$ cat src/rtl/dot_acc_pkg.sv
// dot_acc_pkg: shared helpers, wide arithmetic type and frame FSM encoding for the dot-product engine
package dot_acc_pkg;
  localparam int MAX_W = 128;
  typedef logic signed [MAX_W-1:0] wide_t;
  typedef enum logic {IDLE = 1'b0, OPEN = 1'b1} state_e;
  function automatic int clog2(input int n);
    int r;
    r = 0;
    while ((1 << r) < n) r++;
    return r;
  endfunction
  function automatic wide_t sat_s(input wide_t v, input int w);
    wide_t hi, lo;
    hi = (wide_t'(1) <<< (w - 1)) - wide_t'(1);
    lo = -hi - wide_t'(1);
    return v > hi ? hi : (v < lo ? lo : v);
  endfunction
  function automatic wide_t rnd_const(input int frac);
    return frac > 0 ? wide_t'(1) <<< (frac - 1) : wide_t'(0);
  endfunction
endpackage

$ cat src/rtl/dot_adder_tree.sv
// dot_adder_tree: registered binary reduction of N signed lanes with a matching sideband delay line
module dot_adder_tree
  import dot_acc_pkg::*;
#(
  parameter int N = 4,
  parameter int IN_W = 32,
  localparam int L = clog2(N),
  localparam int OUT_W = IN_W + L
) (
  input  logic                    clk,
  input  logic                    rst,
  input  logic                    in_valid,
  input  logic                    in_first,
  input  logic                    in_last,
  input  logic [N*IN_W-1:0]       din,
  output logic                    out_valid,
  output logic                    out_first,
  output logic                    out_last,
  output logic signed [OUT_W-1:0] sum
);
  logic signed [OUT_W-1:0] lvl0 [N];
  always_comb begin
    for (int j = 0; j < N; j++) lvl0[j] = OUT_W'($signed(din[j*IN_W +: IN_W]));
  end
  if (L == 0) begin : g_pass
    assign sum = lvl0[0];
    assign out_valid = in_valid;
    assign out_first = in_first;
    assign out_last = in_last;
  end else begin : g_tree
    logic signed [OUT_W-1:0] prev [L][N];
    logic signed [OUT_W-1:0] node_d [L][N];
    logic signed [OUT_W-1:0] node_q [L][N];
    logic [2:0] sb_d [L];
    logic [2:0] sb_q [L];
    function automatic int cnt(input int l);
      return (N + (1 << l) - 1) >> l;
    endfunction
    // nodes are kept at full output width; an odd leftover adds zero and so passes through
    always_comb begin
      for (int j = 0; j < N; j++) prev[0][j] = lvl0[j];
      for (int l = 1; l < L; l++)
        for (int j = 0; j < N; j++) prev[l][j] = node_q[l-1][j];
      for (int l = 0; l < L; l++)
        for (int j = 0; j < N; j++)
          node_d[l][j] = (2*j < cnt(l) ? prev[l][2*j < N ? 2*j : 0] : '0)
                       + (2*j + 1 < cnt(l) ? prev[l][2*j + 1 < N ? 2*j + 1 : 0] : '0);
      sb_d[0] = {in_valid, in_valid & in_first, in_valid & in_last};
      for (int l = 1; l < L; l++) sb_d[l] = sb_q[l-1];
    end
    always_ff @(posedge clk) begin
      node_q <= node_d;
      for (int l = 0; l < L; l++) sb_q[l] <= rst ? 3'b000 : sb_d[l];
    end
    assign sum = node_q[L-1][0];
    assign {out_valid, out_first, out_last} = sb_q[L-1];
  end
endmodule

$ cat src/rtl/dot_acc_engine.sv
// dot_acc_engine: K-lane fixed-point dot product with multi-beat accumulation, rounding and saturation
module dot_acc_engine
  import dot_acc_pkg::*;
#(
  parameter int K = 4,
  parameter int WIDTH = 16,
  parameter int FRAC = 8,
  parameter int ACC_W = 40
) (
  input  logic               clk,
  input  logic               rst,
  input  logic               in_valid,
  input  logic               in_first,
  input  logic               in_last,
  input  logic [K*WIDTH-1:0] A,
  input  logic [K*WIDTH-1:0] B,
  output logic               out_valid,
  output logic [WIDTH-1:0]   Y,
  output logic               out_ovf,
  output logic               protocol_err
);
  localparam int L = clog2(K);
  localparam int PW = 2 * WIDTH;
  localparam int TW = PW + L;
  if (ACC_W < TW || ACC_W > MAX_W - 2) begin : g_bad_acc
    $error("dot_acc_engine: ACC_W=%0d outside [%0d, %0d]", ACC_W, TW, MAX_W - 2);
  end
  state_e state_q, state_d;
  logic [K*PW-1:0] prod_q, prod_d;
  logic m_valid_q, m_first_q, m_last_q, m_valid_d, m_first_d, m_last_d;
  logic first_eff, err_q, err_d;
  logic t_valid, t_first, t_last;
  logic signed [TW-1:0] t_sum;
  logic signed [ACC_W-1:0] acc_q, acc_d;
  logic ovf_acc_q, ovf_acc_d, last_q, last_d;
  logic [WIDTH-1:0] y_q, y_d;
  logic out_ovf_q, out_ovf_d, out_valid_q, out_valid_d;
  wide_t acc_sum, acc_sat, r, y_sat;
  dot_adder_tree #(.N(K), .IN_W(PW)) u_tree (
    .clk(clk), .rst(rst),
    .in_valid(m_valid_q), .in_first(m_first_q), .in_last(m_last_q), .din(prod_q),
    .out_valid(t_valid), .out_first(t_first), .out_last(t_last), .sum(t_sum)
  );
  // framing is resolved at the input so the pipeline only carries an effective first
  always_comb begin
    for (int n = 0; n < K; n++)
      prod_d[n*PW +: PW] = PW'($signed(A[n*WIDTH +: WIDTH]) * $signed(B[n*WIDTH +: WIDTH]));
    first_eff = in_first || state_q == IDLE;
    err_d = in_valid && (in_first == (state_q == OPEN));
    state_d = in_valid ? (in_last ? IDLE : OPEN) : state_q;
    m_valid_d = in_valid;
    m_first_d = in_valid & first_eff;
    m_last_d = in_valid & in_last;
    acc_sum = wide_t'(acc_q) + wide_t'(t_sum);
    acc_sat = sat_s(acc_sum, ACC_W);
    acc_d = !t_valid ? acc_q : (t_first ? ACC_W'(t_sum) : ACC_W'(acc_sat));
    ovf_acc_d = !t_valid ? ovf_acc_q : (t_first ? 1'b0 : ovf_acc_q | (acc_sat != acc_sum));
    last_d = t_valid & t_last;
    r = (wide_t'(acc_q) + rnd_const(FRAC)) >>> FRAC;
    y_sat = sat_s(r, WIDTH);
    y_d = last_q ? WIDTH'(y_sat) : y_q;
    out_ovf_d = last_q ? ovf_acc_q | (y_sat != r) : out_ovf_q;
    out_valid_d = last_q;
  end
  always_ff @(posedge clk) begin
    prod_q <= prod_d;
    if (rst) begin
      state_q <= IDLE;
      {m_valid_q, m_first_q, m_last_q, err_q} <= '0;
      acc_q <= '0;
      {ovf_acc_q, last_q, out_ovf_q, out_valid_q} <= '0;
      y_q <= '0;
    end else begin
      state_q <= state_d;
      {m_valid_q, m_first_q, m_last_q, err_q} <= {m_valid_d, m_first_d, m_last_d, err_d};
      acc_q <= acc_d;
      {ovf_acc_q, last_q, out_ovf_q, out_valid_q} <= {ovf_acc_d, last_d, out_ovf_d, out_valid_d};
      y_q <= y_d;
    end
  end
  assign out_valid = out_valid_q;
  assign Y = y_q;
  assign out_ovf = out_ovf_q;
  assign protocol_err = err_q;
endmodule

$ cat config.mk
export PLATFORM = sky130hd
export DESIGN_NAME = dot_acc_engine
export DESIGN_NICKNAME = d
export VERILOG_FILES = /design/src/rtl/dot_acc_pkg.sv /design/src/rtl/dot_adder_tree.sv /design/src/rtl/dot_acc_engine.sv
export SDC_FILE = /design/constraint.sdc
export NUM_CORES = 2
export LEC_CHECK = 0
export ABC_AREA = 1
export BUFFER_PORTS_ARGS = -buffer_cell sky130_fd_sc_hd__buf_2
export CAP_MARGIN = 25
export CELL_PAD_IN_SITES_DETAIL_PLACEMENT = 1
export CELL_PAD_IN_SITES_GLOBAL_PLACEMENT = 1
export CORE_ASPECT_RATIO = 1.75
export CORE_UTILIZATION = 51
export DETAILED_ROUTE_END_ITERATION = 12
export PLACE_DENSITY = 0.93
export SLEW_MARGIN = 20
export SYNTH_ARGS = -nofsm -noshare
export SYNTH_HDL_FRONTEND = slang
export SYNTH_HIERARCHICAL = 1
export SYNTH_SLANG_ARGS = --single-unit
$ cat constraint.sdc
create_clock -name clk -period 10.85 [get_ports clk]
set_input_delay 0.5425 -clock clk [delete_from_list [all_inputs] [get_ports clk]]
set_output_delay 0.5425 -clock clk [all_outputs]
set_load 0.02 [all_outputs]
== Yosys cells after proc, flatten, opt, wreduce, memory -nomap -nowiden ==
Memories as Yosys holds them, arrays and structs flattened.
Index checks and enable logic that the tools add are counted.

* Bits in read-only memories: 0
* Output and inout bits: 19
* Bits in latches: 0
* Memories: 1
* Logic and storage cells: 51
* Bits in writable memories: 6
* Register bits after elaboration: 295

{| class="wikitable"
|+ Memory list
! name !! words !! bits a word !! rd ports !! clocked after memory_dff !! write ports !! RTL line !! text
|-
| u_tree.g_tree.sb_q || 2 || 3 || 2 || 0 || 2 || dot_adder_tree.sv:35 || <nowiki>logic [2:0] sb_q [L];</nowiki>
|}

* Reductions and logical operators: 2
* Shift-type cells: 0
* Magnitude comparators: 4
* $add $sub $neg: 5
* Muxes and demuxes: 9
* Divide/modulo/power cells: 0
* Eq/ne operators: 3
* Bitwise logic cells: 8
* $mul: 4

{| class="wikitable"
|+ Operator list
! cell !! count
|-
| 2-to-1 mux 128 bit || 4
|-
| multiplier 16 x 16 -> 32 bit || 4
|-
| != test 128 x 33 -> 1 bit || 1
|-
| != test 128 x 41 -> 1 bit || 1
|-
| adder 32 x 32 -> 33 bit || 2
|-
| adder 40 x 34 -> 41 bit || 1
|-
| adder 40 x 9 -> 41 bit, second input constant || 1
|-
| greater-than comparator 41 x 40 -> 1 bit, second input constant || 1
|-
| less-than comparator 41 x 40 -> 1 bit, second input constant || 1
|-
| 2-to-1 mux 40 bit || 1
|-
| adder 34 bit || 1
|-
| greater-than comparator 33 x 16 -> 1 bit, second input constant || 1
|-
| less-than comparator 33 x 16 -> 1 bit, second input constant || 1
|-
| 2-to-1 mux 3 bit || 2
|-
| bitwise AND 1 bit || 5
|-
| 2-to-1 mux 1 bit || 2
|-
| bitwise OR 1 bit || 2
|-
| equality test 1 bit || 1
|-
| logical AND 1 bit || 1
|-
| logical OR 1 bit || 1
|-
| NOT 1 bit || 1
|}

== Longest topological paths before layout ==
* Depth in word-level cells: 7
* Depth in mapped cells: 28

== Cells and area by module ==
The synthesis kept the hierarchy.

{| class="wikitable"
|+ By module, submodules not included
! module !! sequential area each (µm²) !! times used !! area an instance (µm²) !! cells an instance
|-
| dot_acc_engine || 3863.7 || 1 || 49193.4 || 6246
|-
| dot_adder_tree || 2122.0 || 1 || 9178.8 || 1506
|}

== Worst setup path before layout ==
Ideal clock, no wire load.

* Path kind: input to register
* Start: input B[49]
* End: register prod_q[125]
* Arrival: 5.916 ns
* Cell stages on the path: 26
* Setup slack: 4.813 ns
* Path buffers: 2
* Cell sequence: clkbuf_1 > clkbuf_1 > nand2_1 > fa_1 > inv_1 > fa_1 > inv_1 > fa_1 > fa_1 > inv_1 > fa_1 > inv_1 > fa_1 > inv_1 > ha_1 > nand2_1 > inv_1 > a21boi_0 > nand3_1 > a21oi_1 > o21ai_0 > nand2_1 > nand2_1 > nand2_1 > nand2_1 > xor2_1

* Cells in the longest elaborated chain, start to end: 1

{| class="wikitable"
|+ Ends and longest elaborated chain
! what !! RTL line !! text
|-
| start: declaration || dot_acc_engine.sv:16 || <nowiki>input logic [K*WIDTH-1:0] B,</nowiki>
|-
| multiplier 16 x 16 -> 32 bit || dot_acc_engine.sv:47 || <nowiki>prod_d[n*PW +: PW] = PW'($signed(A[n*WIDTH +: WIDTH]) * $signed(B[n*WIDTH +: WIDTH]));</nowiki>
|-
| via prod_d[125] || dot_acc_engine.sv:29 || <nowiki>logic [K*PW-1:0] prod_q, prod_d;</nowiki>
|-
| end signal: assignment || dot_acc_engine.sv:66 || <nowiki>prod_q <= prod_d;</nowiki>
|-
| end: declaration || dot_acc_engine.sv:29 ||
|}

The timed path passes the listed nets, and every way through them passes these cells.
A chain may end at the register's enable or synchronous reset.

== Final worst setup path ==
* Start: input B[49]
* End: register prod_q[127]

The elaborated chain is that of the path after synthesis.

==> results.yml <==
outcome:
  outcome: "finished, final reports clean"
global_route:
  grt_max_degree: 68
  first_global_vias: 60000
  gr-usage-all-layers_pct: 35.5
  grt_first_pass_wirelength_um: 318000
  grt_overflow_total: 0
  antenna_found_initial: 3
setup_path:
  r2r_slack_ps: 7080
  cp-end-kind: "register"
  reg2reg_from: "acc_q[7]$_SDFFE_PP0P_"
  rr_worst_depth: 13
  crit_type: "in -> reg"
  r2r_end: "Y[8]$_SDFFE_PP0P_"
  cp_max_fo: 16
  worstPathRequired_ps: 11340
  worstPathArrival_ps: 6590
  start_kind: "primary input"
route:
  dr.pass1.iters: 7
  postRouteAntennaNets: 0
  routed_wl_um: 201000
  vias: 50900
  wl_met3_um: 8100
  drt-initial-drc-count: 2393
  top_layer_used: "met5"
  route.met2.wl_um: 109000
  vias_per_cell: 5.54
  drc: 0
  wl_per_cell_um: 21.9
  wl_met1_um: 63800
clocking:
  clockBufferDepth: 3
  cts_sinks: 299
  root_buffer: "clkbuf_16"
  cts_buffers: 30
  hold_buffers: 0
  post_cts_buffers: 0
  htreeDepth: 1
  cts_tree: "yes"
  clock_latency_ps: 640
  postCtsResizedCells: 0
  clk_pin_slew_worst_paths_ps: 70
timing:
  setup_viol: 0
  slew-limit-headroom_pct: 34.0
  post-route-period-util_pct: 56.2
  skew_ps: 39.4
  worst_pin_slew_ps: 987
  fmax_ghz: 0.164
  fin_tns_setup_ps: 0
  slew_viol_final: 0
  fin_ws_ps: 4760
  hold_viol_final: 0
  rsz0062_at_grt: "false"
  final.min_clock_period_ps: 6090
logic_synthesis:
  yosys-top-cells-count: "nand2_1, inv_1, fa_1, ha_1, nor2_1"
  synthCells: 7752
  synth_warnings: 6
  ys_async_sr_fraction_pct: 0
  synth-compound-area-share_pct: 5.92
  synth_cell_types: 45
  ys.flop_type: "dfxtp_1"
  synthAdderAreaFrac_pct: 46.1
  yosysMostFrequentCell: "nand2_1"
  synth_top_family_by_area: "adder cells"
  syn_area_um2: 58400
  synth_edf_count: 0
  synth_nets: 9405
  seq_area_frac_synth_pct: 10.3
  muxShareOfSynthArea_pct: 0
  syn_avg_cell_area_um2: 7.53
  ys_seq_elements: 299
  yosys.area.top_type: "fa_1"
  synth_top_area_share_pct: 36.1
  yosys.area_share.simple_pct: 20.0
  synthXorXnorAreaFrac_pct: 3.48
  synthTopCellsByArea: "fa_1, nand2_1, inv_1, dfxtp_1, ha_1"
worst_hold_path:
  min_to: "state_q$_SDFFE_PP0P_"
  whs_path_depth: 2
  hp-class: "in -> reg"
  worstHoldStart: "in_last"
die:
  initial_core_util_pct: 51.6
  core_um2: 113000
  die_h_um: 450
  fp-row-count: 163
  dieArea_um2: 116000
  ios: 152
  die_x_um: 258
place:
  place_ws_ps: 4230
  io_buffer_count: 151
  dpl.hpwl_um: 171000
  place_congestion: 0.966
job:
  drv_cap: 0
final_layout:
  drive_gt1_share_pct: 4.36
  finalNetCount: 9335
  synthToLayoutAreaGrowth_pct: 4.33
==> cell type report <==
class                   instances  area (um2)
repair buffers                154         791
fillers                     14400       52300
flip-flops and latches        299        5990
inverters                    1913        7180
well taps                    1485        1860
diodes                          2        5.00
clock buffers                  34         786
multi-input cells            5284       44100
clock inverters                20         226
==> metrics by stage <==
step                hold WS, ps  util (%)  cells  area [um2]
finish                      143      53.8   9191       60900
global route                148      53.8   9189       60900
CTS                         129      53.8   9188       60900
detailed placement          399      52.9   9134       59900
global placement            398      52.9   9134       59900
floorplan                   388         -   7752       58400
==> flip-flops by register name (all words and copies together), names as in the netlist <==
signal,cells
m_last_q,1
acc_q,40
ovf_acc_q,1
u_tree/g_tree.sb_q,6
u_tree/g_tree.node_q,66
Y,16
u_tree/sum,34
last_q,1
protocol_err,1
m_valid_q,1
out_valid,1
state_q,1
prod_q,128
out_ovf,1
m_first_q,1
==> placed cells by master (no fill, tap or decap), types with 9 or more instances in the layout <==
cell type and count:
xnor2_1 77, nand4_1 47, clkbuf_16 30, nand2_1 2101
nor3_1 52, inv_1 1911, a21boi_0 9, o21a_1 12
nand3_1 152, o21ai_0 174, buf_2 151, nor2_1 411
xor2_1 155, nand2_2 35, nor4_1 11, a21o_1 27
dfxtp_1 299, o21bai_1 32, nor2_2 10, ha_1 468
fa_1 1052, a31oi_1 20, a21oi_1 337, or2_2 65
==> metal layers <==
layer | vias to the layer above | GRT usage (%)
li1 | 22600 | -
met5 | - | 0
met2 | 1828 | 67.5
met1 | 25400 | 32.8
met3 | 1091 | 4.58
met4 | 2 | 30.1
==> worst max-delay path, stage by stage <==
cell and delay, ps:
buf_2 340, nand2_1 170, fa_1 580, inv_1 70, fa_1 560, inv_1 70
fa_1 510, fa_1 570, inv_1 50, fa_1 470, inv_1 50, fa_1 470
inv_1 50, ha_1 320, nand2_1 130, inv_1 50, a21boi_0 250, nand3_1 160
a21oi_1 290, o21ai_0 270, nand2_1 140, nand2_1 120, nand2_1 100, nand2_1 70
xor2_1 150
==> how the worst max path moves through the flow <==
stage	to	start	depth (start not counted)	slack [ps]
after floorplan	prod_q[125]$_DFF_P_	B[49]	26	4810
final	prod_q[127]$_DFF_P_	B[49]	25	4760
after detailed placement	prod_q[127]$_DFF_P_	B[49]	25	4230
after global placement	prod_q[127]$_DFF_P_	B[49]	25	4510
after global routing	prod_q[124]$_DFF_P_	A[63]	19	4490
after CTS	prod_q[127]$_DFF_P_	B[49]	25	4840
==> logic make-up (layout without fill, tap and decap cells) <==
family | Yosys count | count (layout)
AO/OA/AOI/OAI | 631 | 631
XOR/XNOR | 232 | 232
adder cells (fa/ha/maj) | 1520 | 1520
buffers and inverters | 2169 | 2121
flip-flops | 299 | 299
other | 0 | 2
AND/OR/NAND/NOR | 2901 | 2901
Power is left out: the tool's default activity adds up to more than one toggle a clock period on the data nets, which glitch-free logic cannot reach.
